===== src/rtl/spi_slave_pkg.sv =====
// rtl/spi_slave_pkg.sv - shared constants for the SPI slave core
// Contents: status flag bit positions, SPI mode encodings as {CPOL, CPHA}.
package spi_slave_pkg;

    localparam int ST_UNDERRUN = 0;
    localparam int ST_OVERRUN  = 1;
    localparam int ST_PARTIAL  = 2;

    localparam logic [1:0] MODE0 = 2'b00;
    localparam logic [1:0] MODE1 = 2'b01;
    localparam logic [1:0] MODE2 = 2'b10;
    localparam logic [1:0] MODE3 = 2'b11;

endpackage


===== src/rtl/spi_sync_edge.sv =====
// rtl/spi_sync_edge.sv - multi-flop synchroniser with rise/fall pulse outputs
// Ports: clk_sys, rst_n (async active-low), d (async input),
//        q (synchronised level), rise/fall (1-cycle pulses on q transitions).
module spi_sync_edge #(
    parameter int STAGES  = 3,
    parameter bit RST_VAL = 1'b0
) (
    input  logic clk_sys,
    input  logic rst_n,
    input  logic d,
    output logic q,
    output logic rise,
    output logic fall
);

    logic [STAGES-1:0] sync_q, sync_d;
    logic              prev_q, prev_d;

    always_comb begin
        sync_d = {sync_q[STAGES-2:0], d};
        prev_d = sync_q[STAGES-1];
    end

    always_ff @(posedge clk_sys or negedge rst_n) begin
        if (!rst_n) begin
            sync_q <= {STAGES{RST_VAL}};
            prev_q <= RST_VAL;
        end else begin
            sync_q <= sync_d;
            prev_q <= prev_d;
        end
    end

    assign q    = sync_q[STAGES-1];
    assign rise = q & ~prev_q;
    assign fall = ~q & prev_q;

endmodule


===== src/rtl/spi_slave_core.sv =====
// rtl/spi_slave_core.sv - parametrised SPI slave with TX/RX handshakes and frame status
// Ports: clk_sys, rst_n (async active-low); spi_clk/spi_mosi/spi_cs_n pins in;
//        spi_miso/spi_miso_oe out; tx_data/tx_valid/tx_ready holding-register
//        handshake; rx_data/rx_valid/rx_ready receive handshake; frame_start,
//        frame_end pulses; word_cnt; sticky status with status_clr; busy.
module spi_slave_core
    import spi_slave_pkg::*;
#(
    parameter int                DATA_W      = 8,
    parameter bit                CPOL        = 1'b0,
    parameter bit                CPHA        = 1'b0,
    parameter bit                MSB_FIRST   = 1'b1,
    parameter int                SYNC_STAGES = 3,
    parameter int                CNT_W       = 16,
    parameter logic [DATA_W-1:0] TX_FILL     = '1
) (
    input  logic              clk_sys,
    input  logic              rst_n,
    input  logic              spi_clk,
    input  logic              spi_mosi,
    input  logic              spi_cs_n,
    output logic              spi_miso,
    output logic              spi_miso_oe,
    input  logic [DATA_W-1:0] tx_data,
    input  logic              tx_valid,
    output logic              tx_ready,
    output logic [DATA_W-1:0] rx_data,
    output logic              rx_valid,
    input  logic              rx_ready,
    output logic              frame_start,
    output logic              frame_end,
    output logic [CNT_W-1:0]  word_cnt,
    output logic [2:0]        status,
    input  logic              status_clr,
    output logic              busy
);

    localparam logic [1:0]    MODE           = {CPOL, CPHA};
    // Modes 0 and 3 sample on the rising SCLK edge, modes 1 and 2 on the falling.
    localparam bit            SAMPLE_ON_RISE = (MODE == MODE0) || (MODE == MODE3);
    localparam int            BW             = $clog2(DATA_W);
    localparam logic [BW-1:0] LAST           = BW'(DATA_W - 1);

    logic       unused_sclk_level;
    logic [1:0] unused_mosi_edges;
    logic       sclk_rise, sclk_fall;
    logic       cs_n_s, cs_deassert, cs_assert;
    logic       mosi_s;

    spi_sync_edge #(.STAGES(SYNC_STAGES), .RST_VAL(CPOL)) u_sync_sclk (
        .clk_sys(clk_sys), .rst_n(rst_n), .d(spi_clk),
        .q(unused_sclk_level), .rise(sclk_rise), .fall(sclk_fall)
    );

    // CS chain resets to "asserted" so a CS that is already low when reset
    // releases produces no edge; a real high must be seen before a frame starts.
    spi_sync_edge #(.STAGES(SYNC_STAGES), .RST_VAL(1'b0)) u_sync_cs (
        .clk_sys(clk_sys), .rst_n(rst_n), .d(spi_cs_n),
        .q(cs_n_s), .rise(cs_deassert), .fall(cs_assert)
    );

    spi_sync_edge #(.STAGES(SYNC_STAGES), .RST_VAL(1'b0)) u_sync_mosi (
        .clk_sys(clk_sys), .rst_n(rst_n), .d(spi_mosi),
        .q(mosi_s), .rise(unused_mosi_edges[1]), .fall(unused_mosi_edges[0])
    );

    logic [DATA_W-1:0] hold_q, hold_d, tx_shift_q, tx_shift_d, rx_shift_q, rx_shift_d;
    logic [DATA_W-1:0] rx_data_q, rx_data_d;
    logic              hold_full_q, hold_full_d, rx_valid_q, rx_valid_d;
    logic [BW-1:0]     bit_cnt_q, bit_cnt_d;
    logic [CNT_W-1:0]  word_cnt_q, word_cnt_d;
    logic [2:0]        status_q, status_d;
    logic              in_frame_q, in_frame_d, armed_q, armed_d;
    logic              miso_q, miso_d, oe_q, oe_d;
    logic              frame_start_w, frame_end_w, sample_edge, shift_edge, load_evt;

    assign frame_start_w = cs_assert & armed_q & ~in_frame_q;
    assign frame_end_w   = cs_deassert & in_frame_q;
    assign sample_edge   = in_frame_q & (SAMPLE_ON_RISE ? sclk_rise : sclk_fall);
    assign shift_edge    = in_frame_q & (SAMPLE_ON_RISE ? sclk_fall : sclk_rise);

    always_comb begin
        hold_d      = hold_q;
        hold_full_d = hold_full_q;
        tx_shift_d  = tx_shift_q;
        rx_shift_d  = rx_shift_q;
        rx_data_d   = rx_data_q;
        rx_valid_d  = rx_valid_q;
        bit_cnt_d   = bit_cnt_q;
        word_cnt_d  = word_cnt_q;
        in_frame_d  = in_frame_q;
        armed_d     = armed_q | cs_n_s;
        oe_d        = in_frame_q;
        status_d    = status_clr ? 3'b000 : status_q;
        load_evt    = 1'b0;

        if (rx_valid_q && rx_ready) rx_valid_d = 1'b0;

        // Only accepted while empty, so it can never collide with a load
        // that drains a full register.
        if (tx_valid && !hold_full_q) begin
            hold_d      = tx_data;
            hold_full_d = 1'b1;
        end

        if (frame_start_w) begin
            in_frame_d = 1'b1;
            word_cnt_d = '0;
            bit_cnt_d  = '0;
            rx_shift_d = '0;
            tx_shift_d = '0;
            load_evt   = !CPHA;
        end else if (frame_end_w) begin
            in_frame_d = 1'b0;
            if (bit_cnt_q != '0) status_d[ST_PARTIAL] = 1'b1;
            bit_cnt_d  = '0;
        end else if (sample_edge) begin
            rx_shift_d = MSB_FIRST ? {rx_shift_q[DATA_W-2:0], mosi_s}
                                   : {mosi_s, rx_shift_q[DATA_W-1:1]};
            if (bit_cnt_q == LAST) begin
                bit_cnt_d  = '0;
                rx_data_d  = rx_shift_d;
                rx_valid_d = 1'b1;
                if (rx_valid_q && !rx_ready) status_d[ST_OVERRUN] = 1'b1;
                if (word_cnt_q != '1) word_cnt_d = word_cnt_q + 1'b1;
            end else begin
                bit_cnt_d = bit_cnt_q + 1'b1;
            end
        end else if (shift_edge) begin
            // A zero bit count on a shift edge marks a word boundary in both
            // phases: after the last sample (CPHA=0) or before the first (CPHA=1).
            if (bit_cnt_q == '0) begin
                load_evt = 1'b1;
            end else begin
                tx_shift_d = MSB_FIRST ? {tx_shift_q[DATA_W-2:0], 1'b0}
                                       : {1'b0, tx_shift_q[DATA_W-1:1]};
            end
        end

        // Uses hold_full_q, so a handshake in this same cycle feeds the next word.
        if (load_evt) begin
            if (hold_full_q) begin
                tx_shift_d  = hold_q;
                hold_full_d = 1'b0;
            end else begin
                tx_shift_d            = TX_FILL;
                status_d[ST_UNDERRUN] = 1'b1;
            end
        end

        // Taken from the next shift value so MISO moves one clock after the event.
        miso_d = MSB_FIRST ? tx_shift_d[DATA_W-1] : tx_shift_d[0];
    end

    always_ff @(posedge clk_sys or negedge rst_n) begin
        if (!rst_n) begin
            hold_q      <= '0;
            hold_full_q <= 1'b0;
            tx_shift_q  <= '0;
            rx_shift_q  <= '0;
            rx_data_q   <= '0;
            rx_valid_q  <= 1'b0;
            bit_cnt_q   <= '0;
            word_cnt_q  <= '0;
            status_q    <= 3'b000;
            in_frame_q  <= 1'b0;
            armed_q     <= 1'b0;
            miso_q      <= 1'b0;
            oe_q        <= 1'b0;
        end else begin
            hold_q      <= hold_d;
            hold_full_q <= hold_full_d;
            tx_shift_q  <= tx_shift_d;
            rx_shift_q  <= rx_shift_d;
            rx_data_q   <= rx_data_d;
            rx_valid_q  <= rx_valid_d;
            bit_cnt_q   <= bit_cnt_d;
            word_cnt_q  <= word_cnt_d;
            status_q    <= status_d;
            in_frame_q  <= in_frame_d;
            armed_q     <= armed_d;
            miso_q      <= miso_d;
            oe_q        <= oe_d;
        end
    end

    assign spi_miso    = miso_q;
    assign spi_miso_oe = oe_q;
    assign tx_ready    = ~hold_full_q;
    assign rx_data     = rx_data_q;
    assign rx_valid    = rx_valid_q;
    assign frame_start = frame_start_w;
    assign frame_end   = frame_end_w;
    assign word_cnt    = word_cnt_q;
    assign status      = status_q;
    assign busy        = in_frame_q;

endmodule

===== config.mk =====
export PLATFORM = sky130hd
export DESIGN_NAME = spi_slave_core
export DESIGN_NICKNAME = d
export VERILOG_FILES = /design/src/rtl/spi_slave_pkg.sv /design/src/rtl/spi_sync_edge.sv /design/src/rtl/spi_slave_core.sv
export SDC_FILE = /design/constraint.sdc
export NUM_CORES = 1
export LEC_CHECK = 0
export ABC_AREA = 1
export CAP_MARGIN = 15
export CORE_ASPECT_RATIO = 1.2
export CORE_MARGIN = 1
export CORE_UTILIZATION = 43
export CTS_CLUSTER_DIAMETER = 40
export DETAILED_ROUTE_END_ITERATION = 10
export PLACE_DENSITY_LB_ADDON = 0.08
export SLEW_MARGIN = 20
export SYNTH_ARGS = -nofsm -noshare
export SYNTH_HDL_FRONTEND = slang
export SYNTH_SLANG_ARGS = --single-unit

===== constraint.sdc =====
create_clock -name clk_sys -period 1.7 [get_ports clk_sys]
set_input_delay 0.51 -clock clk_sys [delete_from_list [all_inputs] [get_ports clk_sys]]
set_output_delay 0.51 -clock clk_sys [all_outputs]
set_load 0.005 [all_outputs]

== Yosys cells after proc, flatten, opt, wreduce, memory -nomap -nowiden ==
Cells that the tools add are included.
Widths: inputs -> output; s select.

* Register bits after elaboration: 69
* Bits of input ports: 16

* Add/sub/neg operators: 2
* Equal/unequal tests: 6
* Muxes and demuxes: 44
* Bitwise gates (word level): 18
* Reductions and logical operators: 17

{| class="wikitable"
|+ Operators by type and width
! cell !! number
|-
| $mux 16 || 5
|-
| $mux 8 || 7
|-
| $mux 1 || 23
|-
| $mux 7 || 3
|-
| $add 16x1->16 const B || 1
|-
| $ne 16x16->1 const B || 1
|-
| $mux 3 || 5
|-
| $reduce_and 4->1 || 3
|-
| $and 1x1->1 || 9
|-
| $reduce_bool 3->1 || 3
|-
| $not 1->1 || 8
|-
| $reduce_bool 2->1 || 4
|-
| $ne 3x2->1 const B || 2
|-
| $add 3x1->3 const B || 1
|-
| $eq 3x3->1 const B || 1
|-
| $logic_and 1x1->1 || 3
|-
| $logic_not 3->1 || 1
|-
| $ne 3x3->1 const B || 1
|-
| $logic_not 1->1 || 2
|-
| $mux 2 || 1
|-
| $ne 2x2->1 const B || 1
|-
| $reduce_and 2->1 || 1
|-
| $or 1x1->1 || 1
|}

== Logic depth before layout (Yosys ltp) ==
* Depth in word-level cells: 9
* Mapped depth: 10

== Hierarchy ==
Synthesis repeated with hierarchy kept, for this count alone.

* Cells, all modules: 357
* Area, all modules: 3150.5 um^2

{| class="wikitable"
|+ By module, submodules not included
! module !! instances !! cells an instance !! area each (um^2) !! sequential area each (um^2)
|-
| spi_slave_core || 1 || 333 || 2805.2 || 1451.4
|-
| spi_sync_edge || 3 || 8 || 115.1 || 100.1
|}

== Worst setup path before layout ==
OpenSTA, ideal clock, no wires.

* Kind: reg-to-reg
* From: register word_cnt_q[0] (netlist: word_cnt[0])
* To: register word_cnt_q[2] (netlist: word_cnt[2])
* Setup time: 0.123 ns
* Arrival: 1.299 ns
* Data required time: 1.577 ns
* Slack: 0.278 ns
* Cell stages (with the launch flop): 8
* Clock period less this slack: 1.422 ns
* Cell sequence: dfrtp_1 > ha_1 > nand3_1 > nor2_4 > nand3_2 > nand3_4 > buf_6 > o21ai_2

* Longest elaborated chain between the ends: 6
* Elaborated cells on any way between the ends: 9

{| class="wikitable"
|+ Ends and longest elaborated chain
! what !! line !! text
|-
| start: declaration || spi_slave_core.sv:71 || <nowiki>logic [CNT_W-1:0] word_cnt_q, word_cnt_d;</nowiki>
|-
| start signal: assignment || spi_slave_core.sv:178 || <nowiki>word_cnt_q <= word_cnt_d;</nowiki>
|-
| $add 16x1->16 || spi_slave_core.sv:125 || <nowiki>if (word_cnt_q != '1) word_cnt_d = word_cnt_q + 1'b1;</nowiki>
|-
| $mux 16 || spi_slave_core.sv:125 ||
|-
| $mux 16 || spi_slave_core.sv:120 || <nowiki>if (bit_cnt_q == LAST) begin</nowiki>
|-
| $mux 16 || spi_slave_core.sv:117 || <nowiki>end else if (sample_edge) begin</nowiki>
|-
| $mux 16 || spi_slave_core.sv:113 || <nowiki>end else if (frame_end_w) begin</nowiki>
|-
| $mux 16 || spi_slave_core.sv:106 || <nowiki>if (frame_start_w) begin</nowiki>
|}

Several ways; a longest one is shown, not always the timed one. The select of a mux whose other input is x is not followed.
A chain may end at the register's enable or synchronous reset.

== Final worst setup path ==
* From: register u_sync_cs.sync_q[2]
* To: output port frame_end

* Longest elaborated chain between the ends: 2

{| class="wikitable"
|+ Ends and longest elaborated chain
! what !! line !! text
|-
| start: declaration || spi_sync_edge.sv:16 || <nowiki>logic [STAGES-1:0] sync_q, sync_d;</nowiki>
|-
| start signal: assignment || spi_sync_edge.sv:26 || <nowiki>sync_q <= {STAGES{RST_VAL}};</nowiki>
|-
| start signal: assignment || spi_sync_edge.sv:29 || <nowiki>sync_q <= sync_d;</nowiki>
|-
| $and 1x1->1 || spi_sync_edge.sv:35 || <nowiki>assign rise = q & ~prev_q;</nowiki>
|-
| $and 1x1->1 || spi_slave_core.sv:78 || <nowiki>assign frame_end_w = cs_deassert & in_frame_q;</nowiki>
|-
| end: declaration || spi_slave_core.sv:31 || <nowiki>output logic frame_end,</nowiki>
|}

Every way passes these cells.

==> metrics <==
Worst-path clk slew approximately 0.08 ns; area grow syn2layout 36.5%; Distinct cells, synth 25; drt wl/cell around 13 um; Multi-input gate area approximately 0.0013 sq mm; Final setup viols 0; crit start category flop; CORE AREA roughly 0.0073 sq mm; hpwl dp ~4300 um; Worst EP arrival between 1 and 1.5 ns; later-pin clock latency in the skew report 0.34 ns; Detailed Route WL a little under 7000 um; Overall Global Routing Usage 0.193; static leakage approximately 0.0022 uW; max-cap violation count 0; Fin. Hold Viols 0; row cnt 34; pre-CTS setup slack 0.00692 ns; Layout Cells excl Fill roughly 540; crit path capture type output pin; CP max FO 2; # diodes 0; cells taking the most area after synthesis dfrtp_1 (53%), nand2_1 (10%), o21ai_2 (6.2%), inv_1 (5.0%), nand3_1 (5.0%); Layout Utilization 0.606; vias in the first global route between 2,000 and 3,000; Num CTS Buffers 9; Seq/Total Area, Yosys 0.535; CTS root buf clkbuf_8; Pins Over Slew Limit 0; Post-DRT Antenna Nets 0; global placement routability congestion 0.790; Port Buffers 49; Clock Path Buffers 2; fin crit share 0.984; post-layout min period 1.67 ns; final worst slack around 0.027 ns; Clock Sink Count approximately 70; largest net degree at the start of global routing 70; Initial DRC Count 120; Final TNS setup 0 ns; share of the synthesized area in the top cell type 0.535; syn_area_per_cell 9.25 sq um; Die X a little over 80 um; Min-Delay Path Class in -> async; PwrDens about 1200 mW/mm^2; Die ar. 0.00786 sq mm; worst rel slew slack 0.748; H-tree depth 3; CTS tree built; via count around 2,700; FF+latch count, synth between 60 and 70; post-cts hold buffer count 0; IO Count 50; critical path type reg -> out; Inst Count DP approximately 500; leading area contributor after synthesis dfrtp_1; Ys Warns 0; Layout Skew 0.0130 ns; Pre-Repair DR Iteration Count 4; Worst VDD drop ~0.77 mV; Final nets 462; area occupied by registers between 0.0015 and 0.002 sq mm; Net Count, Synth 369; status finished, final reports clean; DRC 0; Fmax ~600 MHz; Initial Util 0.444; share of layout cells above drive strength 1 0.253; cell count after synthesis 349; first-pass GRT wire length approximately 12,000 um; Die H 96.9 um; actual slew at the worst max-slew pin roughly 0.38 ns; Via density ~5.0; initial antenna violation count 0; total gr overflow 0; Power Total 5390 uW; Fillers 655; RSZ-0062 raised after global routing yes; worst endpoint required time between 1 and 1.5 ns; mapped cell area ~0.0032 sq mm
[registers in the layout, indices dropped and copies added (netlist names)]
name                count
rx_data                 8
u_sync_cs.sync_q        3
u_sync_sclk.sync_q      3
hold_q                  8
u_sync_mosi.sync_q      3
word_cnt               16
rx_valid                1
armed_q                 1
u_sync_sclk.prev_q      1
status                  3
tx_shift_q              8
busy                    1
hold_full_q             1
u_sync_cs.prev_q        1
bit_cnt_q               3
rx_shift_q              7
spi_miso_oe             1
[stage by stage]
step / cell area [sq um] / hold WS, ns
2_1_floorplan: 3230 / 0.214
3_3_place_gp: 3910 / 0.333
3_5_place_dp: 3910 / 0.336
4_1_cts: 4310 / 0.179
5_1_grt: 4410 / 0.201
6_report: 4410 / 0.155
[cells by family (layout without fill, tap and decap cells)]
logic type,after synthesis,after routing,share of synthesized area
flops,69,69,0.535
mux,8,8,0.0279
simple gates,157,158,0.215
xor+xnor,1,1,0.00271
buf+inv,53,150,0.0760
fa+ha+maj,4,4,0.0155
compound gates,57,57,0.128
[synthesized netlist by cell type]
cell type and count:
a21oi_1 3, a21oi_2 1, a21oi_4 2, buf_2 1, buf_6 6, clkbuf_1 1, dfrtp_1 69, ha_1 4
inv_1 43, inv_2 2, mux2_2 8, nand2_1 87, nand3_1 32, nand3_2 2, nand3_4 2, nand4_1 2
nor2_1 28, nor2_4 2, o21ai_0 16, o21ai_1 1, o21ai_2 23, o21bai_1 1, o22ai_1 10, or2_2 2
xor2_1 1
[cell usage in the layout, fill, tap and decap left out, types with 3 or more instances in the layout]
master           instances
a21oi_1                  3
buf_12                   3
buf_4                   34
buf_6                    3
bufinv_16                4
clkbuf_8                11
clkdlybuf4s50_1         14
dfrtp_1                 68
dlygate4sd2_1           29
dlymetal6s2s_1           3
ha_1                     3
inv_1                   42
mux2_2                   8
nand2_1                 85
nand3_1                 31
nand3_2                  3
nand3_4                  3
nor2_1                  25
nor2_4                   3
o21ai_0                 15
o21ai_2                 23
o22ai_1                 10
[critical path, stage by stage, from the launching register on]
cell     delay, ns
dfrtp_1       0.40
buf_6         0.13
inv_4         0.05
nor2_4        0.03
nand2_2       0.07
inv_2         0.04
buf_6         0.11
[report_power, final]
group          total [uW]  internal [uW]  switching, uW  leakage [uW]
logic                1440            675            761       0.00121
registers            2110           1970            143      0.000889
clock network        1840           1210            629      0.000140
[final cells by class]
type / count / share of cell area
Clock buffer: 11 / 0.0344
Clock inverter: 5 / 0.0292
Tap cell: 90 / 0.0256
Sequential cell: 69 / 0.392
Inverter: 45 / 0.0389
Multi-Input combinational cell: 228 / 0.295
Timing Repair Buffer: 89 / 0.185
[final timing paths]
path                                startpoint             endpoint  slack [ns]  cells after the start
min in group clk_sys       u_sync_cs.sync_q[0]  u_sync_cs.sync_q[1]        0.34                      0
max reg2reg                u_sync_cs.sync_q[2]          word_cnt[9]        0.09                      8
max                        u_sync_cs.sync_q[2]            frame_end        0.03                      6
max in group asynchronous                rst_n            status[2]        1.21                      2
min                                      rst_n          word_cnt[9]        0.15                      2
min reg2reg                u_sync_cs.sync_q[0]  u_sync_cs.sync_q[1]        0.34                      0
[repair_timing]
action,in CTS,in global routing
pin swaps,3,4
gates cloned,0,2
gates resized for setup,42,14
setup buffers,20,3
endpoints found under the setup margin,33,38
[metal layers]
metal	routed length, um	track usage	up-vias	part of all wire
met1	3130	0.255	1274	0.45
li1	-	-	1318	-
met5	0	0	-	0
met2	3420	0.298	62	0.49
met3	266	0.0396	10	0.038
met4	140	0.0934	0	0.020
Power figures use the tool's default switching activity.
